<file path="config.mk">
export PLATFORM = sky130hd
export DESIGN_NAME = decode_seq
export DESIGN_NICKNAME = d
export VERILOG_FILES = /design/src/rtl/decode_seq_pkg.sv /design/src/rtl/decode_seq_ilock.sv /design/src/rtl/decode_seq.sv
export SDC_FILE = /design/constraint.sdc
export NUM_CORES = 1
export LEC_CHECK = 0
export CAP_MARGIN = 0
export CORE_MARGIN = 5
export CORE_UTILIZATION = 43
export DETAILED_ROUTE_END_ITERATION = 10
export PLACE_DENSITY_LB_ADDON = 0.1
export SYNTH_ARGS = -nofsm -noshare
export SYNTH_HDL_FRONTEND = slang
export SYNTH_HIERARCHICAL = 1
export SYNTH_SLANG_ARGS = --single-unit
</file>
<file path="constraint.sdc">
create_clock -name CLK -period 2.03 [get_ports CLK]
set_input_delay 0.406 -clock CLK [delete_from_list [all_inputs] [get_ports CLK]]
set_output_delay 0.406 -clock CLK [all_outputs]
set_load 0.005 [all_outputs]
</file>
<file path="src/rtl/decode_seq_pkg.sv">
// Shared types and RV32I encoding constants for the decode-stage sequencer
// and the decode block.
package decode_seq_pkg;

    typedef enum logic [1:0] {
        ST_RST  = 2'd0,
        ST_RUN  = 2'd1,
        ST_FLSH = 2'd2
    } seq_state_t;

    localparam int REG_W   = 5;
    localparam int RS1_LSB = 15;
    localparam int RS1_MSB = 19;
    localparam int RS2_LSB = 20;
    localparam int RS2_MSB = 24;

    // Major opcodes, bits [6:0] of the instruction word.
    localparam logic [6:0] OPC_LUI   = 7'b0110111;
    localparam logic [6:0] OPC_AUIPC = 7'b0010111;
    localparam logic [6:0] OPC_JAL   = 7'b1101111;
    localparam logic [6:0] OPC_JALR  = 7'b1100111;
    localparam logic [6:0] OPC_BCC   = 7'b1100011;
    localparam logic [6:0] OPC_LCC   = 7'b0000011;
    localparam logic [6:0] OPC_SCC   = 7'b0100011;
    localparam logic [6:0] OPC_MCC   = 7'b0010011;
    localparam logic [6:0] OPC_RCC   = 7'b0110011;
    localparam logic [6:0] OPC_CUS   = 7'b0001011;
    localparam logic [6:0] OPC_CCC   = 7'b1110011;

endpackage

</file>
<file path="src/rtl/decode_seq_ilock.sv">
// Load-use hazard compare: flags when the load in execute writes a source
// register of the instruction held for decode.
module decode_seq_ilock
    import decode_seq_pkg::*;
(
    input  logic             irv,
    input  logic             lcc_ex,
    input  logic [REG_W-1:0] dptr_ex,
    input  logic [REG_W-1:0] rs1,
    input  logic [REG_W-1:0] rs2,
    output logic             ilock
);

    // x0 is never a real destination, so a load into it cannot create a hazard.
    always_comb begin
        ilock = irv && lcc_ex && (dptr_ex != '0) &&
                ((dptr_ex == rs1) || (dptr_ex == rs2));
    end

endmodule

</file>
<file path="src/rtl/decode_seq.sv">
// Decode-stage sequencer: instruction register, reset/flush windows and
// load-use bubbles. Interlock is built only when DECODE_SEQ_INTERLOCK_EN is defined.
module decode_seq
    import decode_seq_pkg::*;
#(
    parameter int RST_CYCLES   = 2,
    parameter int FLUSH_CYCLES = 2
) (
    input  logic             CLK,
    input  logic             RESN,
    input  logic             IVALID,
    input  logic [31:0]      IDATA,
    output logic             IREADY,
    input  logic             HALT,
    input  logic             JMP_TAKEN,
    input  logic             LCC_EX,
    input  logic [REG_W-1:0] DPTR_EX,
    output logic             OVALID,
    output logic [31:0]      ODATA,
    output logic             OFLUSH,
    output logic             OXRES
);

    localparam logic [3:0] RST_LOAD   = 4'(RST_CYCLES - 1);
    localparam logic [3:0] FLUSH_LOAD = 4'(FLUSH_CYCLES - 1);

    seq_state_t  state, state_nxt;
    logic [31:0] ir, ir_nxt;
    logic        irv, irv_nxt;
    logic [3:0]  cnt, cnt_nxt;
    logic        ilock;

`ifdef DECODE_SEQ_INTERLOCK_EN
    decode_seq_ilock u_ilock (
        .irv     (irv),
        .lcc_ex  (LCC_EX),
        .dptr_ex (DPTR_EX),
        .rs1     (ir[RS1_MSB:RS1_LSB]),
        .rs2     (ir[RS2_MSB:RS2_LSB]),
        .ilock   (ilock)
    );
`else
    logic unused_ilock_inputs;
    assign unused_ilock_inputs = ^{LCC_EX, DPTR_EX};
    assign ilock = 1'b0;
`endif

    always_ff @(posedge CLK or negedge RESN) begin
        if (!RESN) begin
            state <= ST_RST;
            cnt   <= RST_LOAD;
            ir    <= '0;
            irv   <= 1'b0;
        end else begin
            state <= state_nxt;
            cnt   <= cnt_nxt;
            ir    <= ir_nxt;
            irv   <= irv_nxt;
        end
    end

    // HALT gates every state change; a redirect outranks the interlock.
    always_comb begin
        state_nxt = state;
        cnt_nxt   = cnt;
        ir_nxt    = ir;
        irv_nxt   = irv;
        IREADY    = 1'b0;
        OFLUSH    = 1'b0;
        OXRES     = 1'b0;
        case (state)
            ST_RST: begin
                OXRES  = 1'b1;
                OFLUSH = 1'b1;
                if (!HALT) begin
                    if (cnt == 4'd0) state_nxt = ST_RUN;
                    else             cnt_nxt   = cnt - 4'd1;
                end
            end
            ST_FLSH: begin
                OFLUSH  = 1'b1;
                IREADY  = !HALT;
                irv_nxt = 1'b0;
                if (!HALT) begin
                    if (JMP_TAKEN)         cnt_nxt   = FLUSH_LOAD;
                    else if (cnt == 4'd0)  state_nxt = ST_RUN;
                    else                   cnt_nxt   = cnt - 4'd1;
                end
            end
            ST_RUN: begin
                IREADY = !HALT && !ilock && !JMP_TAKEN;
                if (!HALT) begin
                    if (JMP_TAKEN) begin
                        irv_nxt   = 1'b0;
                        state_nxt = ST_FLSH;
                        cnt_nxt   = FLUSH_LOAD;
                    end else if (!ilock) begin
                        if (IVALID) begin
                            ir_nxt  = IDATA;
                            irv_nxt = 1'b1;
                        end else begin
                            irv_nxt = 1'b0;
                        end
                    end
                end
            end
            default: begin
                state_nxt = ST_RST;
                cnt_nxt   = RST_LOAD;
                irv_nxt   = 1'b0;
            end
        endcase
    end

    assign OVALID = irv && !ilock && (state == ST_RUN);
    assign ODATA  = OVALID ? ir : 32'd0;

endmodule
</file>
==> flow_summary.json, run 1 <==
{
  "hold_path.class": "in -> async",
  "dr.pass1.iters": 4,
  "cp-end-kind": "primary output",
  "start_util_pct": 44.1,
  "cts_max_level": 2,
  "synthMuxAreaShare_pct": 19.9,
  "synth_common_cells": "dfrtp_1 (38), and3_1 (32), mux2_2 (31)",
  "yosysWarnings": 6,
  "yosysMostFrequentCell": "dfrtp_1",
  "nets": 298,
  "die_y_um": 76.8,
  "syn_to_final_growth_pct": 52.6,
  "path_max_fanout": 8,
  "slowest_delay_ps": 430,
  "slew-limit-headroom_pct": 66.9,
  "synth_edf_count": 0,
  "finalSetupViolCount": 0,
  "dp.cells": 286,
  "initialDrtViolationCount": 87,
  "yosysTopAreaCell": "dfrtp_1",
  "worstSetupPathType": "reg -> out",
  "die_w_um": 76.8,
  "vias": 1575,
  "ys_seq_elements": 39,
  "critPathRequiredTime_ps": 1620,
  "startpoint_type": "register",
  "clk_latency_ps": 290,
  "netlist.area_leader.share_pct": 49.5,
  "viasPerCell": 5.22,
  "clock-root-buffer": "clkbuf_8",
  "ys_dominant_reg_cell": "dfrtp_1",
  "fin_crit_sh_pct": 98.8,
  "clkTransAtPathRegs_ps": 80,
  "synth_area_mm2": 0.00192,
  "wirelength_um": 4920,
  "rsz0062_at_grt": "yes",
  "grt_overflow_total": 0,
  "hold_viol": 0,
  "power_density_mw_per_mm2": 1150,
  "yosys-top-cells-area": "dfrtp_1 (50%), mux2_2 (18%), and3_1 (10%), ha_1 (3.9%), mux2_1 (1.8%)",
  "synthAdderAreaFrac_pct": 3.91,
  "crit_chain": "ha_4, buf_8, buf_4, and3_1, dlygate4sd2_1",
  "synth_top_family_by_area": "multiplexers",
  "place_area_mm2": 0.00277,
  "finalMaxSlewViolations": 0,
  "cts_buffer_depth": 2,
  "synth_xor_area_share_pct": 0,
  "status": "finished, final reports clean",
  "drc": 0,
  "cts_tree": "done",
  "syn_nets": 207,
  "leakage_uw": 0.00154,
  "std_cell_rows": 24,
  "clock-sinks": 39,
  "grt_pass1_wl_um": 8110,
  "syn_inst": 158,
  "dp_hpwl_um": 3570,
  "track_usage_pct": 16.9,
  "antenna_found_initial": 0,
  "ys_types": 28,
  "num_antenna_cells": 0,
  "portBuffers": 72,
  "antenna_left": 0,
  "timing.fmax_mhz": 499,
  "tightest_slew_ps": 496,
  "grt_max_degree": 40,
  "critPathSlowestCell": "dfrtp_1",
  "wire_per_inst_um": 16.3,
  "arrival_ps": 1600,
  "vdd_drop_max_mv": 0.451,
  "grt_pass1_vias": 1706,
  "io_pins": 79,
  "cap_violations": 0,
  "yosys.area_share.simple_pct": 15.3,
  "fin_area_mm2": 0.00293,
  "yosysSeqAreaShare_pct": 50.9,
  "hold_buffers": 0,
  "cts_buffers": 5,
  "core_mm2": 0.00435,
  "fin_skew_ps": 5.86,
  "fin_cells": 302,
  "async_reset_ff_share_pct": 100,
  "die_area_mm2": 0.00590,
  "drive_above_1_share_pct": 28.4,
  "postSynthAreaPerCell_um2": 12.2,
  "synth_compound_area_share_pct": 6.06,
  "place_congestion": 0.790,
  "period_needed_ps": 2010
}
## power breakdown
part | total, µW | switching (µW) | internal [µW] | leakage (µW)
Clock | 501 | 260 | 241 | 0.0000422
Combinational | 1530 | 651 | 875 | 0.00102
Sequential | 1340 | 189 | 1150 | 0.000479
## per-stage QoR
step	hold WS (ps)	utilization, %	setup slack, ps	setup TNS (ps)	power [µW]
after global placement	464	63.5	-180	-1500	2550
after global routing	209	67.3	-15.2	-32.6	3610
after detailed placement	486	63.5	-188	-3030	2670
final	159	67.3	24.4	0	3360
after CTS	174	65.7	-144	-327	3260
after floorplan	110	-	182	0	2100
## critical path: cells and delay by family, from the launching register on
family        cells  cell delay, ps
simple gates      1             140
buf+inv           3             540
flops             1             430
fa+ha+maj         1             200
## logic make-up (layout without fill, tap and decap cells)
kind of cell,count (synthesis),in the layout
AO/OA/AOI/OAI,15,15
adder cells (fa/ha/maj),6,6
multiplexers,34,34
flip-flops,39,39
buffers and inverters,17,109
AND/OR/NAND/NOR,47,47
## metal layers
| metal | vias to the layer above | track usage, % | routed length (µm) |
|---|---|---|---|
| li1 | 747 | - | - |
| met1 | 762 | 20.0 | 1990 |
| met2 | 58 | 28.2 | 2500 |
| met3 | 8 | 5.62 | 362 |
| met4 | 0 | 6.47 | 65 |
| met5 | - | 0 | 0 |
## placed cells by master, fill, tap and decap left out, types with 2 or more instances in the layout
cell type | netlist | final
nand2_1 | 2 | 2
mux2_2 | 31 | 31
clkdlybuf4s50_1 | 0 | 35
inv_2 | 0 | 2
ha_4 | 0 | 3
clkbuf_1 | 6 | 2
a21oi_1 | 3 | 3
inv_1 | 8 | 6
clkbuf_8 | 0 | 5
a32o_1 | 3 | 3
mux2_1 | 3 | 3
ha_1 | 6 | 3
o21ai_0 | 3 | 3
clkdlybuf4s15_1 | 0 | 6
dlygate4sd2_1 | 0 | 24
clkbuf_2 | 0 | 3
dfrtp_1 | 38 | 38
buf_8 | 0 | 2
and3_1 | 32 | 32
nor2_1 | 4 | 3
buf_4 | 3 | 18
nor2b_1 | 2 | 2
dlymetal6s2s_1 | 0 | 3
## layout make-up
class                   instances  area, µm²
clock buffers                   7       76.3
clock inverters                 1       5.00
fillers                       322       1420
inverters                       8       30.0
multi-input cells             102        913
flip-flops and latches         39        977
well taps                      52       65.1
repair buffers                 93        863
## sequential cells by signal, summed over array words and instances, names as in the netlist
name / count
cnt: 4
ir: 32
irv: 1
state: 2
## worst paths after layout
kind,startpoint,to,slack [ps],cells past startpoint
worst max register to register,state[0],cnt[3],150,7
worst min-delay path,RESN,ir[27],160,2
min in group CLK,ir[23],ir[23],500,1
max in group asynchronous,RESN,cnt[0],1500,2
worst min register to register,ir[23],ir[23],500,1
worst max-delay path,state[0],ODATA[14],20,5
## timing repair
item	4_1_cts	5_1_grt
hold endpoints to repair	0	0
pin swaps	0	1
gates resized for setup	41	21
buffers inserted	3	5
endpoints found under the setup margin	36	7
Note: power is estimated with default switching activity, not from simulation.
==> inputs of run 2 (changes only) <==
--- a/config.mk
+++ b/config.mk
@@ -9,6 +9,7 @@
 export CORE_MARGIN = 5
 export CORE_UTILIZATION = 43
 export DETAILED_ROUTE_END_ITERATION = 10
+export MAX_ROUTING_LAYER = met4
 export PLACE_DENSITY_LB_ADDON = 0.1
 export SYNTH_ARGS = -nofsm -noshare
 export SYNTH_HDL_FRONTEND = slang
==> flow_summary.json, run 2 (synthesis gave the netlist of run 1 again) <==
{
  "status": "finished, final reports clean",
  "finalSetupViolCount": 0,
  "vdd_drop_max_mv": 0.454,
  "vias": 1575,
  "grt_util_met2_pct": 28.2,
  "power_switching_uw": 1100,
  "p_comb_share_pct": 45.3,
  "clkTransAtPathRegs_ps": 70,
  "cp_num_buf_inv": 3,
  "grt_overflow_total": 0,
  "hold_slack_ps": 157,
  "io_pins": 79,
  "finalMaxSlewViolations": 0,
  "track_usage_pct": 17.4,
  "cts_buffers": 5,
  "clock-root-buffer": "clkbuf_8",
  "fin_util_pct": 67.3,
  "power_frac_seq_pct": 39.7,
  "crit_family": "buffers and inverters",
  "hold_path.class": "in -> async",
  "place_congestion": 0.801,
  "hold_viol": 0,
  "p_int_uw": 2260,
  "largest_reg_flops": 32,
  "grt_max_degree": 40,
  "cap_violations": 0,
  "path_max_fanout": 8,
  "drc": 0,
  "r2r_cells": 6,
  "drive_above_1_share_pct": 28.4,
  "initialDrtViolationCount": 103,
  "die_y_um": 76.8,
  "period_needed_ps": 2010,
  "swShare_pct": 32.7,
  "cts_tree": "done",
  "grt_use_met3_pct": 4.45,
  "clk_latency_ps": 290,
  "use_met1_pct": 20.8,
  "arrival_ps": 1600,
  "leakage_uw": 0.00154,
  "startpoint_type": "register",
  "critPathRequiredTime_ps": 1620,
  "final_common_cell": "dfrtp_1",
  "r2r_setup_slack_ps": 140,
  "std_cell_rows": 24,
  "slowest_delay_ps": 430,
  "fin_skew_ps": 4.35,
  "cp-end-kind": "primary output",
  "grt_pass1_vias": 1707,
  "regMostFlops": "ir",
  "largestRegisters": "ir x32, cnt x4, state x2",
  "worstSetupPathType": "reg -> out",
  "dp_hpwl_um": 3570,
  "nets": 298,
  "die_area_mm2": 0.00590,
  "critPathSlowestCell": "dfrtp_1",
  "antenna_left": 0,
  "slew-limit-headroom_pct": 66.7,
  "grt_pass1_wl_um": 8110,
  "viasPerCell": 5.22,
  "fin_crit_sh_pct": 99.0,
  "clockPowerShare_pct": 14.9,
  "fin_ws_ps": 20.9,
  "final_cell_mix": "dfrtp_1 (38), clkdlybuf4s50_1 (35), and3_1 (32), mux2_2 (31), dlygate4sd2_1 (24)",
  "antenna_found_initial": 0,
  "total_power_uw": 3360,
  "wire_per_inst_um": 16.3,
  "dr.pass1.iters": 4,
  "syn_to_final_growth_pct": 52.6,
  "pre_cts_slack_ps": -188,
  "cts_max_level": 2,
  "start_util_pct": 44.1,
  "grt_busiest_layer": "met2",
  "power_density_mw_per_mm2": 1150,
  "wirelength_um": 4930,
  "r2r-start": "cnt[1]",
  "tightest_slew_ps": 499,
  "r2r-end": "state[1]",
  "num_antenna_cells": 0,
  "clock-sinks": 39,
  "core_mm2": 0.00435,
  "timing.fmax_mhz": 498,
  "rsz0062_at_grt": "yes",
  "portBuffers": 72,
  "crit_chain": "ha_4, buf_8, buf_4, and3_1, dlygate4sd2_1",
  "cts_buffer_depth": 2,
  "die_w_um": 76.8
}
-- run 2: cell counts in the layout (fill, tap and decap cells not counted) --
No cell type changed its count.
-- run 2: repair_timing --
item | 4_1_cts | 5_1_grt
gates resized for setup | 41 | 21
pin swaps | 0 | 1
gates cloned | 0 | 0
hold endpoints to repair | 0 | 0
buffers inserted | 3 | 5
endpoints found under the setup margin | 36 | 7
hold buffers | 0 | 0
-- run 2: how the worst max path moves through the flow --
stage	startpoint	endpoint	cells past startpoint
after floorplan	state[1]	ir[19]	6
after global placement	JMP_TAKEN	IREADY	5
after detailed placement	JMP_TAKEN	IREADY	5
after CTS	state[1]	ODATA[24]	5
after global routing	state[1]	ODATA[14]	6
final	state[0]	ODATA[14]	5
-- run 2: area by class of cell --
type,instances,area [µm²]
clock inverters,1,5.00
repair buffers,93,863
clock buffers,7,76.3
fillers,322,1420
flip-flops and latches,39,977
well taps,52,65.1
inverters,8,30.0
multi-input cells,102,913
-- run 2: routing by layer --
layer,vias to the layer above,wire [µm]
met5,-,0
met4,0,76
met3,8,322
met2,61,2510
met1,761,2020
li1,745,-
-- run 2: worst register-to-register path, stage by stage (launching register included) --
cell and delay, ps:
dfrtp_1 400, inv_1 60, ha_1 190, or3b_1 470
o21ai_1 170, nand3_1 140, mux2_1 340
-- run 2: per-stage QoR --
step	TNS (ps)	cells	cell area, µm²
6_report	0	302	2930
5_1_grt	-32.6	302	2930
4_1_cts	-327	297	2860
3_5_place_dp	-3030	286	2770
3_3_place_gp	-1500	286	2770
2_1_floorplan	0	158	1920
-- run 2: power by group through the flow --
| stage | clock, µW | combinational, µW | sequential [µW] |
|---|---|---|---|
| 2_1_floorplan | 0 | 808 | 1290 |
| 3_3_place_gp | 0 | 1240 | 1310 |
| 4_1_cts | 514 | 1400 | 1340 |
| 3_5_place_dp | 0 | 1320 | 1350 |
| 5_1_grt | 539 | 1690 | 1390 |
| 6_report | 503 | 1520 | 1340 |
==> inputs of run 3 (changes only) <==
--- a/config.mk
+++ b/config.mk
@@ -9,7 +9,6 @@
 export CORE_MARGIN = 5
 export CORE_UTILIZATION = 43
 export DETAILED_ROUTE_END_ITERATION = 10
-export MAX_ROUTING_LAYER = met4
 export PLACE_DENSITY_LB_ADDON = 0.1
 export SYNTH_ARGS = -nofsm -noshare
 export SYNTH_HDL_FRONTEND = slang
==> results of run 3 <==
The final DEF is identical to that of run 1; final timing and power are the same.
